$ cat config.mk
export PLATFORM = sky130hd
export DESIGN_NAME = accumulator_bank
export DESIGN_NICKNAME = d
export VERILOG_FILES = /design/src/rtl/tpu_acc_pkg.sv /design/src/rtl/acc_column.sv /design/src/rtl/accumulator_bank.sv
export SDC_FILE = /design/constraint.sdc
export NUM_CORES = 1
export LEC_CHECK = 0
export BUFFER_PORTS_ARGS = -buffer_cell sky130_fd_sc_hd__clkbuf_2
export CAP_MARGIN = 25
export CORE_MARGIN = 4
export CORE_UTILIZATION = 62
export CTS_CLUSTER_SIZE = 40
export DETAILED_ROUTE_END_ITERATION = 10
export GPL_TIMING_DRIVEN = 0
export HOLD_SLACK_MARGIN = 0.1
export PLACE_DENSITY = 0.91
export SYNTH_ARGS = -nofsm -noshare
export SYNTH_HDL_FRONTEND = slang
export SYNTH_SLANG_ARGS = --single-unit
$ cat constraint.sdc
create_clock -name clk -period 5.2 [get_ports clk]
set_input_delay 1.04 -clock clk [delete_from_list [all_inputs] [get_ports clk]]
set_output_delay 1.04 -clock clk [all_outputs]
set_load 0.02 [all_outputs]
$ cat src/rtl/tpu_acc_pkg.sv
// ---------------------------------------------------------------------------
// tpu_acc_pkg
// Shared types, default widths and arithmetic helpers for the accumulator
// bank that sits behind the systolic array.
//
// Contents:
//   acc_state_t  - bank state: FILL (columns accept writes) / DRAIN (rows
//                  stream out to writeback)
//   ACC_IN_W     - default signed input width from the array
//   ACC_OUT_W    - default signed accumulator width
//   ACC_MAX_W    - widest accumulator sat_add can handle
//   sat_add()    - signed add clamped to a w-bit two's complement range,
//                  returns {sat, sum}
//
// Used by the optional saturating build (ACCUMULATOR_BANK_SATURATE_EN).
// ---------------------------------------------------------------------------
package tpu_acc_pkg;

  typedef enum logic {
    FILL  = 1'b0,
    DRAIN = 1'b1
  } acc_state_t;

  localparam int ACC_IN_W  = 16;
  localparam int ACC_OUT_W = 32;
  localparam int ACC_MAX_W = 64;

  // Operands must already be sign-extended from w bits to ACC_MAX_W bits.
  // The add is done one bit wider so the true sum is never lost, then it is
  // compared against the w-bit signed limits. Bit ACC_MAX_W of the result is
  // the "clamped" flag; the low w bits hold the (possibly clamped) sum.
  function automatic logic [ACC_MAX_W:0] sat_add(
    input logic [ACC_MAX_W-1:0] a,
    input logic [ACC_MAX_W-1:0] b,
    input int                   w
  );
    logic signed [ACC_MAX_W:0] sum;
    logic signed [ACC_MAX_W:0] hi;
    logic signed [ACC_MAX_W:0] lo;
    logic [ACC_MAX_W:0]        res;
    sum = $signed({a[ACC_MAX_W-1], a}) + $signed({b[ACC_MAX_W-1], b});
    hi  = (65'sd1 <<< (w - 1)) - 65'sd1;
    lo  = -(65'sd1 <<< (w - 1));
    if (sum > hi) begin
      res = {1'b1, hi[ACC_MAX_W-1:0]};
    end else if (sum < lo) begin
      res = {1'b1, lo[ACC_MAX_W-1:0]};
    end else begin
      res = {1'b0, sum[ACC_MAX_W-1:0]};
    end
    return res;
  endfunction

endpackage

$ cat src/rtl/acc_column.sv
// ---------------------------------------------------------------------------
// acc_column
// One column of the accumulator bank: DEPTH rows of ACC_W-bit signed
// storage, a write pointer that walks the rows round-robin, a done flag set
// when the pointer wraps, and the overwrite/accumulate adder.
//
// Ports:
//   clk, reset    - clock, synchronous active-low reset
//   wr_en_i       - write strobe (already gated to FILL by the top)
//   wr_data_i     - signed input word, IN_W bits
//   acc_mode_i    - 0 = overwrite row, 1 = add into row
//   rd_idx_i      - row presented on rd_data_o, also the row cleared by
//                   clr_row_i
//   clr_row_i     - zero row rd_idx_i (row handshake during drain)
//   clr_all_i     - drain finished: rewind wp, drop done, drop sat flag
//   rd_data_o     - combinational read of row rd_idx_i
//   done_o        - this column has written all DEPTH rows since last clear
//   sat_o         - sticky saturation flag (constant 0 unless
//                   ACCUMULATOR_BANK_SATURATE_EN is defined)
//
// Configuration: define ACCUMULATOR_BANK_SATURATE_EN for clamping adds;
// otherwise the add wraps modulo 2^ACC_W.
// ---------------------------------------------------------------------------
module acc_column
  import tpu_acc_pkg::*;
#(
  parameter int DEPTH = 4,
  parameter int IN_W  = ACC_IN_W,
  parameter int ACC_W = ACC_OUT_W,
  parameter int AW    = 2
) (
  input  logic             clk,
  input  logic             reset,
  input  logic             wr_en_i,
  input  logic [IN_W-1:0]  wr_data_i,
  input  logic             acc_mode_i,
  input  logic [AW-1:0]    rd_idx_i,
  input  logic             clr_row_i,
  input  logic             clr_all_i,
  output logic [ACC_W-1:0] rd_data_o,
  output logic             done_o,
  output logic             sat_o
);

  logic [ACC_W-1:0] mem_q [DEPTH];
  logic [AW-1:0]    wp_q;
  logic [AW-1:0]    wp_d;
  logic             done_q;
  logic             done_d;
  logic [ACC_W-1:0] ext_data;
  logic [ACC_W-1:0] cur_row;
  logic [ACC_W-1:0] wr_val;

  assign ext_data  = ACC_W'($signed(wr_data_i));
  assign cur_row   = mem_q[wp_q];
  assign rd_data_o = mem_q[rd_idx_i];
  assign done_o    = done_q;

`ifdef ACCUMULATOR_BANK_SATURATE_EN
  logic [ACC_MAX_W:0] sat_res;
  logic               sat_q;
  logic               sat_d;

  if (ACC_W > ACC_MAX_W) begin : g_chk_sat_w
    $error("acc_column: saturating build supports ACC_W up to ACC_MAX_W");
  end

  assign sat_res = sat_add(ACC_MAX_W'($signed(cur_row)),
                           ACC_MAX_W'($signed(ext_data)), ACC_W);
  assign wr_val  = acc_mode_i ? sat_res[ACC_W-1:0] : ext_data;
  assign sat_o   = sat_q;

  // The saturation flag is sticky across writes; it only falls when a
  // drain completes (the accumulated results have been handed off) or on
  // reset. A clamp on an overwrite is impossible, so only accumulates count.
  always_comb begin
    sat_d = sat_q;
    if (clr_all_i) begin
      sat_d = 1'b0;
    end else if (wr_en_i && acc_mode_i && sat_res[ACC_MAX_W]) begin
      sat_d = 1'b1;
    end
  end

  always_ff @(posedge clk) begin
    if (!reset) begin
      sat_q <= 1'b0;
    end else begin
      sat_q <= sat_d;
    end
  end
`else
  assign wr_val = acc_mode_i ? (cur_row + ext_data) : ext_data;
  assign sat_o  = 1'b0;
`endif

  // Write pointer walks the rows round-robin. DEPTH is a power of two so
  // the increment wraps on its own; the wrap is also where done is set.
  // Writes keep going after done so several passes can accumulate into the
  // same rows (K-tiling).
  always_comb begin
    wp_d   = wp_q;
    done_d = done_q;
    if (clr_all_i) begin
      wp_d   = '0;
      done_d = 1'b0;
    end else if (wr_en_i) begin
      wp_d = wp_q + 1'b1;
      if (wp_q == AW'(DEPTH - 1)) begin
        done_d = 1'b1;
      end
    end
  end

  always_ff @(posedge clk) begin
    if (!reset) begin
      wp_q   <= '0;
      done_q <= 1'b0;
    end else begin
      wp_q   <= wp_d;
      done_q <= done_d;
    end
  end

  // Row storage. The top only writes in FILL and only clears in DRAIN, so
  // the two ports never hit the same cycle; if they ever did, the write wins.
  always_ff @(posedge clk) begin
    if (!reset) begin
      for (int r = 0; r < DEPTH; r++) begin
        mem_q[r] <= '0;
      end
    end else begin
      if (clr_row_i) begin
        mem_q[rd_idx_i] <= '0;
      end
      if (wr_en_i) begin
        mem_q[wp_q] <= wr_val;
      end
    end
  end

endmodule

$ cat src/rtl/accumulator_bank.sv
// ---------------------------------------------------------------------------
// accumulator_bank
// Multi-column partial-sum buffer behind the systolic array. Each column
// holds DEPTH rows; every incoming word overwrites or accumulates into the
// column's current row. A drain streams all rows out over valid/ready,
// zeroing each row as it is accepted.
//
// Ports:
//   clk          in   clock
//   reset        in   synchronous, active-low reset
//   in_valid     in   [N_COLS]         per-column write strobe (may be skewed)
//   in_data      in   [N_COLS*IN_W]    column c at [c*IN_W +: IN_W], signed
//   acc_mode     in   0 = overwrite, 1 = accumulate
//   drain_start  in   start readout of all rows (ignored while draining)
//   out_valid    out  out_data holds a row
//   out_ready    in   downstream accepts the row
//   out_data     out  [N_COLS*ACC_W]   column c at [c*ACC_W +: ACC_W]
//   out_last     out  high with row DEPTH-1
//   full         out  every column has written DEPTH rows since last clear
//   drop_err     out  sticky: a write arrived while draining
//   sat_flag     out  [N_COLS] sticky per-column saturation flag
//
// Configuration: `ACCUMULATOR_BANK_SATURATE_EN` selects clamping adds with
// live sat_flag; without it adds wrap and sat_flag is constant 0.
// ---------------------------------------------------------------------------
module accumulator_bank
  import tpu_acc_pkg::*;
#(
  parameter int N_COLS = 4,
  parameter int DEPTH  = 4,
  parameter int IN_W   = ACC_IN_W,
  parameter int ACC_W  = ACC_OUT_W
) (
  input  logic                    clk,
  input  logic                    reset,
  input  logic [N_COLS-1:0]       in_valid,
  input  logic [N_COLS*IN_W-1:0]  in_data,
  input  logic                    acc_mode,
  input  logic                    drain_start,
  output logic                    out_valid,
  input  logic                    out_ready,
  output logic [N_COLS*ACC_W-1:0] out_data,
  output logic                    out_last,
  output logic                    full,
  output logic                    drop_err,
  output logic [N_COLS-1:0]       sat_flag
);

  localparam int AW = (DEPTH > 1) ? $clog2(DEPTH) : 1;

  if (ACC_W < IN_W) begin : g_chk_width
    $error("accumulator_bank: ACC_W must be >= IN_W");
  end
  if ((DEPTH < 2) || ((DEPTH & (DEPTH - 1)) != 0)) begin : g_chk_depth
    $error("accumulator_bank: DEPTH must be a power of two >= 2");
  end

  acc_state_t        state_q;
  acc_state_t        state_d;
  logic [AW-1:0]     rd_ptr_q;
  logic [AW-1:0]     rd_ptr_d;
  logic              drop_err_q;
  logic              drop_err_d;
  logic              fill_en;
  logic              row_hs;
  logic              last_row;
  logic              drain_done;
  logic [N_COLS-1:0] done_vec;
  logic [N_COLS-1:0] sat_vec;

  assign fill_en    = (state_q == FILL);
  assign last_row   = (rd_ptr_q == AW'(DEPTH - 1));
  assign row_hs     = (state_q == DRAIN) && out_ready;
  assign drain_done = row_hs && last_row;

  assign out_valid  = (state_q == DRAIN);
  assign out_last   = (state_q == DRAIN) && last_row;
  assign full       = &done_vec;
  assign drop_err   = drop_err_q;
  assign sat_flag   = sat_vec;

  // One column instance per array column. All columns share the read
  // pointer, the row-clear strobe and the drain-complete strobe, so the
  // output row is simply the concatenation of every column's read port.
  for (genvar c = 0; c < N_COLS; c++) begin : g_col
    acc_column #(
      .DEPTH (DEPTH),
      .IN_W  (IN_W),
      .ACC_W (ACC_W),
      .AW    (AW)
    ) u_col (
      .clk        (clk),
      .reset      (reset),
      .wr_en_i    (fill_en && in_valid[c]),
      .wr_data_i  (in_data[c*IN_W +: IN_W]),
      .acc_mode_i (acc_mode),
      .rd_idx_i   (rd_ptr_q),
      .clr_row_i  (row_hs),
      .clr_all_i  (drain_done),
      .rd_data_o  (out_data[c*ACC_W +: ACC_W]),
      .done_o     (done_vec[c]),
      .sat_o      (sat_vec[c])
    );
  end

  // Bank FSM. drain_start is only honoured in FILL; writes presented in that
  // same cycle still land because the columns see fill_en until the edge.
  // In DRAIN each accepted row advances rd_ptr, and accepting the last row
  // drops straight back to FILL so a write can land the very next cycle.
  always_comb begin
    state_d  = state_q;
    rd_ptr_d = rd_ptr_q;
    case (state_q)
      FILL: begin
        if (drain_start) begin
          state_d  = DRAIN;
          rd_ptr_d = '0;
        end
      end
      DRAIN: begin
        if (out_ready) begin
          rd_ptr_d = rd_ptr_q + 1'b1;
          if (last_row) begin
            state_d = FILL;
          end
        end
      end
      default: begin
        state_d = FILL;
      end
    endcase
  end

  // Writes arriving while draining are thrown away; drop_err remembers that
  // it happened until the next reset so software can notice a bad schedule.
  always_comb begin
    drop_err_d = drop_err_q;
    if ((state_q == DRAIN) && (|in_valid)) begin
      drop_err_d = 1'b1;
    end
  end

  always_ff @(posedge clk) begin
    if (!reset) begin
      state_q    <= FILL;
      rd_ptr_q   <= '0;
      drop_err_q <= 1'b0;
    end else begin
      state_q    <= state_d;
      rd_ptr_q   <= rd_ptr_d;
      drop_err_q <= drop_err_d;
    end
  end

endmodule

==> results.py, run 1 <==
metrics = {
    "drt": {
        "dr.pass1.iters": 6,
        "postRouteAntennaNets": 0,
        "vias": 26900,
        "first_iter_violations": 3066,
        "drc": 0,
        "vias_per_cell": 6.92,
        "post_drt_wl_per_cell_um": 26.8,
        "routed_wl_um": 104000,
    },
    "clocking": {
        "cts_buffers": 56,
        "cts_root_buffer": "clkbuf_16",
        "h-tree-depth": 2,
        "cts_tree": "yes",
        "cts_buffer_depth": 3,
        "cts_setup_buffers": 0,
        "clock_latency_ns": 0.63,
        "path_clk_slew_ns": 0.06,
        "cts.sinks": 538,
    },
    "setup_path": {
        "cp_num_buf_inv": 3,
        "slowest_delay_ns": 0.72,
        "end_kind": "register",
        "r2r_slack_ns": 0.18,
        "cp_slowest_cell": "buf_1",
        "cp_cell_sequence": "clkbuf_1, buf_1, mux4_2, ha_1, clkbuf_1, nand2_1, nor3_1, nand2_1, a21oi_1, o211ai_1, o31ai_1, xnor2_1, a21oi_1",
        "arrival_ns": 5.33,
        "worstSetupPathType": "register to register",
        "path_delay_family": "buffers and inverters",
        "required_ns": 5.52,
        "worstSetupStartpointType": "register",
        "crit_fanout": 10,
    },
    "sta": {
        "finalCritPeriodShare_pct": 96.5,
        "worstMarginPinSlew_ns": 1.16,
        "rsz0062_at_grt": "false",
        "fin_skew_ns": 0.0329,
        "max_freq_ghz": 0.199,
        "fin_ws_ns": 0.184,
        "finalHoldViolCount": 0,
        "period_needed_ns": 5.02,
        "holdWs_ns": 0.498,
        "maxSlewViolCount": 0,
        "setup_tns_ns": 0,
        "setup_viol": 0,
        "relSlewSlack_pct": 21.5,
    },
    "yosys": {
        "synth_top_area_share_pct": 46.0,
        "yosysWarnings": 0,
        "synthTopCellsByCount": "nor2_1 (522), edfxtp_1 (512), mux4_2 (256)",
        "syn_inst": 2852,
        "ys_ff_latch": 538,
        "synthTopCellsByArea": "edfxtp_1 (46%), mux4_2 (17%), nor2_1 (5.9%)",
        "synth.largest_area_cell": "edfxtp_1",
        "synth_ff_type": "edfxtp_1",
        "synth_edf_count": 512,
        "ys_seq_area_share_pct": 47.6,
        "async_reset_ff_share_pct": 0,
        "yosys.area_share.simple_pct": 13.7,
        "synthMuxAreaShare_pct": 19.1,
        "syn-mean-instance-area_um2": 11.7,
        "synthMostInstantiatedCell": "nor2_1",
        "netlist_area_um2": 33400,
        "synthXorXnorAreaFrac_pct": 1.86,
        "synth_cell_types": 79,
        "synth_top_family_by_area": "multiplexers",
        "yosys.area_share.adder_pct": 5.07,
        "synth_compound_area_share_pct": 9.47,
    },
    "layout": {
        "area_growth_pct": 12.4,
        "layout.nets": 3343,
        "final_util_pct": 70.9,
        "register_area_um2": 15900,
        "multiInputGateArea_um2": 16500,
        "nFillCells": 3576,
        "final_area_um2": 37600,
        "finalNonFillerCells": 3883,
        "drive_gt1_share_pct": 20.9,
    },
    "floorplan": {
        "num_rows": 84,
        "die_h_um": 240,
        "die_width_um": 240,
        "num_io_pins": 209,
        "coreArea_um2": 53000,
        "start_util_pct": 63.1,
        "die-area_um2": 57700,
    },
    "place": {
        "dpl_worst_slack_ns": 0.155,
        "place_area_um2": 35600,
        "dpl.hpwl_um": 73900,
        "port_buffers": 204,
        "gp_congestion": 0.971,
        "placedCellCount": 3759,
    },
    "grt": {
        "grt_antenna_before_repair": 15,
        "first_global_vias": 27200,
        "grt_max_degree": 33,
        "overflow": 0,
        "grt_first_pass_wirelength_um": 156000,
        "grtUsageTotal_pct": 35.6,
    },
    "power": {
        "power.total_mw": 12.4,
        "p_leak_nw": 14.5,
        "power.density_nw_per_um2": 330,
        "vdd_drop_max_mv": 0.258,
    },
    "min_path": {
        "min_path_type": "register to register",
    },
    "run": {
        "cap_violations": 0,
    },
    "outcome": {
        "status": "complete, no violations",
    },
}
## registers in the layout, indices dropped and copies added (netlist names), named ones only
register / count
drop_err: 1
g_col.u_col.done_o: 4
g_col.u_col.mem_q: 512
g_col.u_col.wp_q: 8
out_valid: 1
rd_ptr_q: 2
## repair_timing
item | CTS | global route
endpoints found under the setup margin | 0 | 92
hold buffers | 0 | 0
gates resized for setup | 0 | 14
## cells by family (layout without fill, tap and decap cells)
kind of cell	Yosys count	after routing
simple gates	1019	1019
flops	538	538
mux	317	317
buf+inv	272	601
fa+ha+maj	133	133
compound gates	501	501
xor+xnor	71	71
other cells	1	15
## area by class of cell
type,count,area share (%)
Tap cell,688,2.29
Clock inverter,41,1.06
Sequential cell,538,42.3
Antenna cell,11,0.0733
Multi-Input combinational cell,2045,43.9
Buffer,194,2.14
Timing Repair Buffer,224,3.61
Clock buffer,64,3.81
Inverter,78,0.780
## metal layers
| metal | up-vias | share of wire, % | GRT usage (%) |
|---|---|---|---|
| met5 | - | 0.073 | 0 |
| met4 | 10 | 6.2 | 18.5 |
| met3 | 416 | 12 | 9.20 |
| met2 | 1879 | 48 | 58.1 |
| met1 | 13100 | 34 | 44.2 |
| li1 | 11400 | - | - |
## placed cells by master, fill, tap and decap left out, types with 28 or more instances in the layout
| master | n |
|---|---|
| nand2b_1 | 38 |
| clkbuf_1 | 129 |
| edfxtp_1 | 512 |
| clkbuf_2 | 211 |
| nor2b_1 | 29 |
| buf_1 | 34 |
| xnor2_1 | 43 |
| a21oi_1 | 164 |
| inv_1 | 78 |
| nor2_1 | 522 |
| nand4_1 | 34 |
| clkbuf_16 | 56 |
| nand2_1 | 165 |
| nand3_1 | 43 |
| ha_1 | 129 |
| mux2i_1 | 48 |
| nor3_1 | 54 |
| mux4_2 | 256 |
| xor2_1 | 28 |
| o21ai_0 | 96 |
| a21o_1 | 55 |
| a31oi_1 | 30 |
## worst register-to-register path: cells and delay by family (launching register included)
kind	cells	cell delay [ns]
AO/OA/AOI/OAI	4	1.18
XOR/XNOR	1	0.30
adder cells (fa/ha/maj)	1	0.28
buffers and inverters	3	1.42
flip-flops	1	0.31
multiplexers	1	0.61
AND/OR/NAND/NOR	3	0.60
## path summary, 6_finish.rpt
path | startpoint | endpoint | cells past startpoint
min | g_col[3].u_col.done_o | g_col[3].u_col.done_o | 2
min reg2reg | g_col[3].u_col.done_o | g_col[3].u_col.done_o | 2
max reg2reg | register | g_col[0].u_col.mem_q[0][31] | 13
max | register | g_col[0].u_col.mem_q[0][31] | 13
## report_power, final
part	switching (mW)	internal [mW]	total (mW)
Combinational	1.96	1.15	3.11
Sequential	0.142	5.06	5.20
Clock	1.77	2.32	4.09
Total	3.87	8.53	12.4
Power figures use the tool's default switching activity.
==> inputs of run 2 (changes only) <==
CORE_ASPECT_RATIO = 1.4   (was not set)
==> run 2 against run 1 <==
  * Clock skew decreased by 0.0078 ns
  * Core utilization decreased by 1.0 points
  * Die area about the same
  * Sequential cell count unchanged
  * Register-to-register slack improved by 0.14 ns
  * Critical path depth unchanged
  * Maximum frequency increased by 2.9%
  * Total power decreased by 3.6%
  * Count of clock-buffer cells in the layout increased by 1
==> results.py, run 2 (synthesized netlist as in run 1, its figures left out) <==
metrics = {
    "layout": {
        "layout_commonest_cell": "nor2_1",
        "nFillCells": 3618,
        "mostFrequentLayoutCells": "nor2_1 (522), edfxtp_1 (512), mux4_2 (256)",
        "registers.top_by_ff_count": "g_col.u_col.mem_q",
        "largest_reg_flops": 512,
        "layout.nets": 3334,
        "finalNonFillerCells": 3888,
        "area_growth_pct": 11.4,
        "drive_gt1_share_pct": 20.3,
    },
    "drt": {
        "dr.pass1.iters": 7,
        "first_iter_violations": 3189,
        "vias_per_cell": 6.85,
        "postRouteAntennaNets": 0,
        "routed_wl_um": 103000,
        "post_drt_wl_per_cell_um": 26.5,
        "vias": 26600,
        "drc": 0,
    },
    "place": {
        "dpl.hpwl_um": 72700,
        "placedCellCount": 3782,
        "port_buffers": 204,
        "gp_congestion": 0.996,
        "dpl_worst_slack_ns": 0.0702,
    },
    "grt": {
        "grtUsageMet2_pct": 59.4,
        "grt_antenna_before_repair": 11,
        "grt_util_met1_pct": 39.8,
        "first_global_vias": 26800,
        "grt_max_degree": 33,
        "busiest_layer": "met2",
        "overflow": 0,
        "grtUsageTotal_pct": 34.9,
        "grt_use_met3_pct": 8.64,
        "grt_first_pass_wirelength_um": 153000,
    },
    "run": {
        "cap_violations": 0,
    },
    "clocking": {
        "cts_setup_buffers": 0,
        "path_clk_slew_ns": 0.07,
        "clock_latency_ns": 0.63,
        "cts_hold_buf": 0,
        "cts.sinks": 538,
        "h-tree-depth": 2,
        "cts_root_buffer": "clkbuf_16",
        "cts_tree": "yes",
        "cts_buffer_depth": 3,
        "cts_buffers": 50,
    },
    "floorplan": {
        "num_rows": 100,
        "start_util_pct": 62.7,
        "num_io_pins": 209,
        "coreArea_um2": 53300,
        "die_width_um": 204,
        "die_h_um": 283,
        "die-area_um2": 57700,
    },
    "sta": {
        "period_needed_ns": 4.87,
        "maxSlewViolCount": 0,
        "max_freq_ghz": 0.205,
        "fin_ws_ns": 0.326,
        "setup_viol": 0,
        "finalCritPeriodShare_pct": 93.7,
        "rsz0062_at_grt": "false",
        "finalHoldViolCount": 0,
        "relSlewSlack_pct": 21.5,
        "worstMarginPinSlew_ns": 1.18,
        "fin_skew_ns": 0.0251,
        "setup_tns_ns": 0,
    },
    "outcome": {
        "status": "complete, no violations",
    },
    "power": {
        "p_leak_nw": 14.4,
        "power.total_mw": 12.0,
        "power.density_nw_per_um2": 321,
        "vdd_drop_max_mv": 0.314,
    },
    "setup_path": {
        "worstSetupPathType": "register to register",
        "worstSetupStartpointType": "register",
        "crit_fanout": 10,
        "arrival_ns": 5.23,
        "r2r_slack_ns": 0.33,
        "end_kind": "register",
        "required_ns": 5.55,
    },
    "min_path": {
        "min_path_type": "register to register",
    },
}
## run 2: path summary, 6_finish.rpt
kind / start / endpoint / cells after the start
worst max-delay path: register / g_col[1].u_col.mem_q[2][30] / 13
worst max register to register: register / g_col[1].u_col.mem_q[2][30] / 13
worst min-delay path: g_col[3].u_col.done_o / g_col[3].u_col.done_o / 2
worst min register to register: g_col[3].u_col.done_o / g_col[3].u_col.done_o / 2
## run 2: report_power, final
group | switching (mW) | internal (mW)
clock | 1.67 | 1.99
combinational | 1.94 | 1.15
sequential | 0.145 | 5.06
## run 2: layout make-up
type	count	area, µm²	share of cell area, %
diodes	11	27.5	0.0739
plain buffers	194	800	2.15
clock buffers	65	1330	3.57
clock inverters	22	213	0.571
inverters	78	293	0.786
multi-input cells	2045	16500	44.3
flip-flops and latches	538	15900	42.7
well taps	714	893	2.40
repair buffers	221	1300	3.49
## run 2: critical path, stage by stage (launching register included)
cell and delay (ns):
dfxtp_1 0.31, clkbuf_1 0.39, buf_1 0.76, mux4_2 0.62
ha_1 0.28, clkbuf_1 0.21, a21o_1 0.20, a21o_1 0.19
a41oi_1 0.19, o211ai_1 0.24, a2111o_1 0.47, a21oi_1 0.18
mux2i_1 0.44, nor2_1 0.13
## run 2: what timing repair did
item                                   CTS  global route
gates resized for setup                  0             9
endpoints found under the hold margin    0             0
setup endpoints to repair                0            48
## run 2: routing by layer
layer,up-vias,share of wire (%)
li1,11400,-
met1,12800,31
met2,1934,49
met3,505,12
met4,8,7.6
met5,-,0.048
## run 2: stage by stage
stage / util, % / hold slack (ns) / instance area [µm²]
after floorplan: - / 0.429 / 33400
after global placement: 66.3 / 0.444 / 35400
after detailed placement: 66.7 / 0.455 / 35600
after CTS: 69.6 / 0.469 / 37100
after global routing: 69.8 / 0.509 / 37200
final: 69.9 / 0.475 / 37200
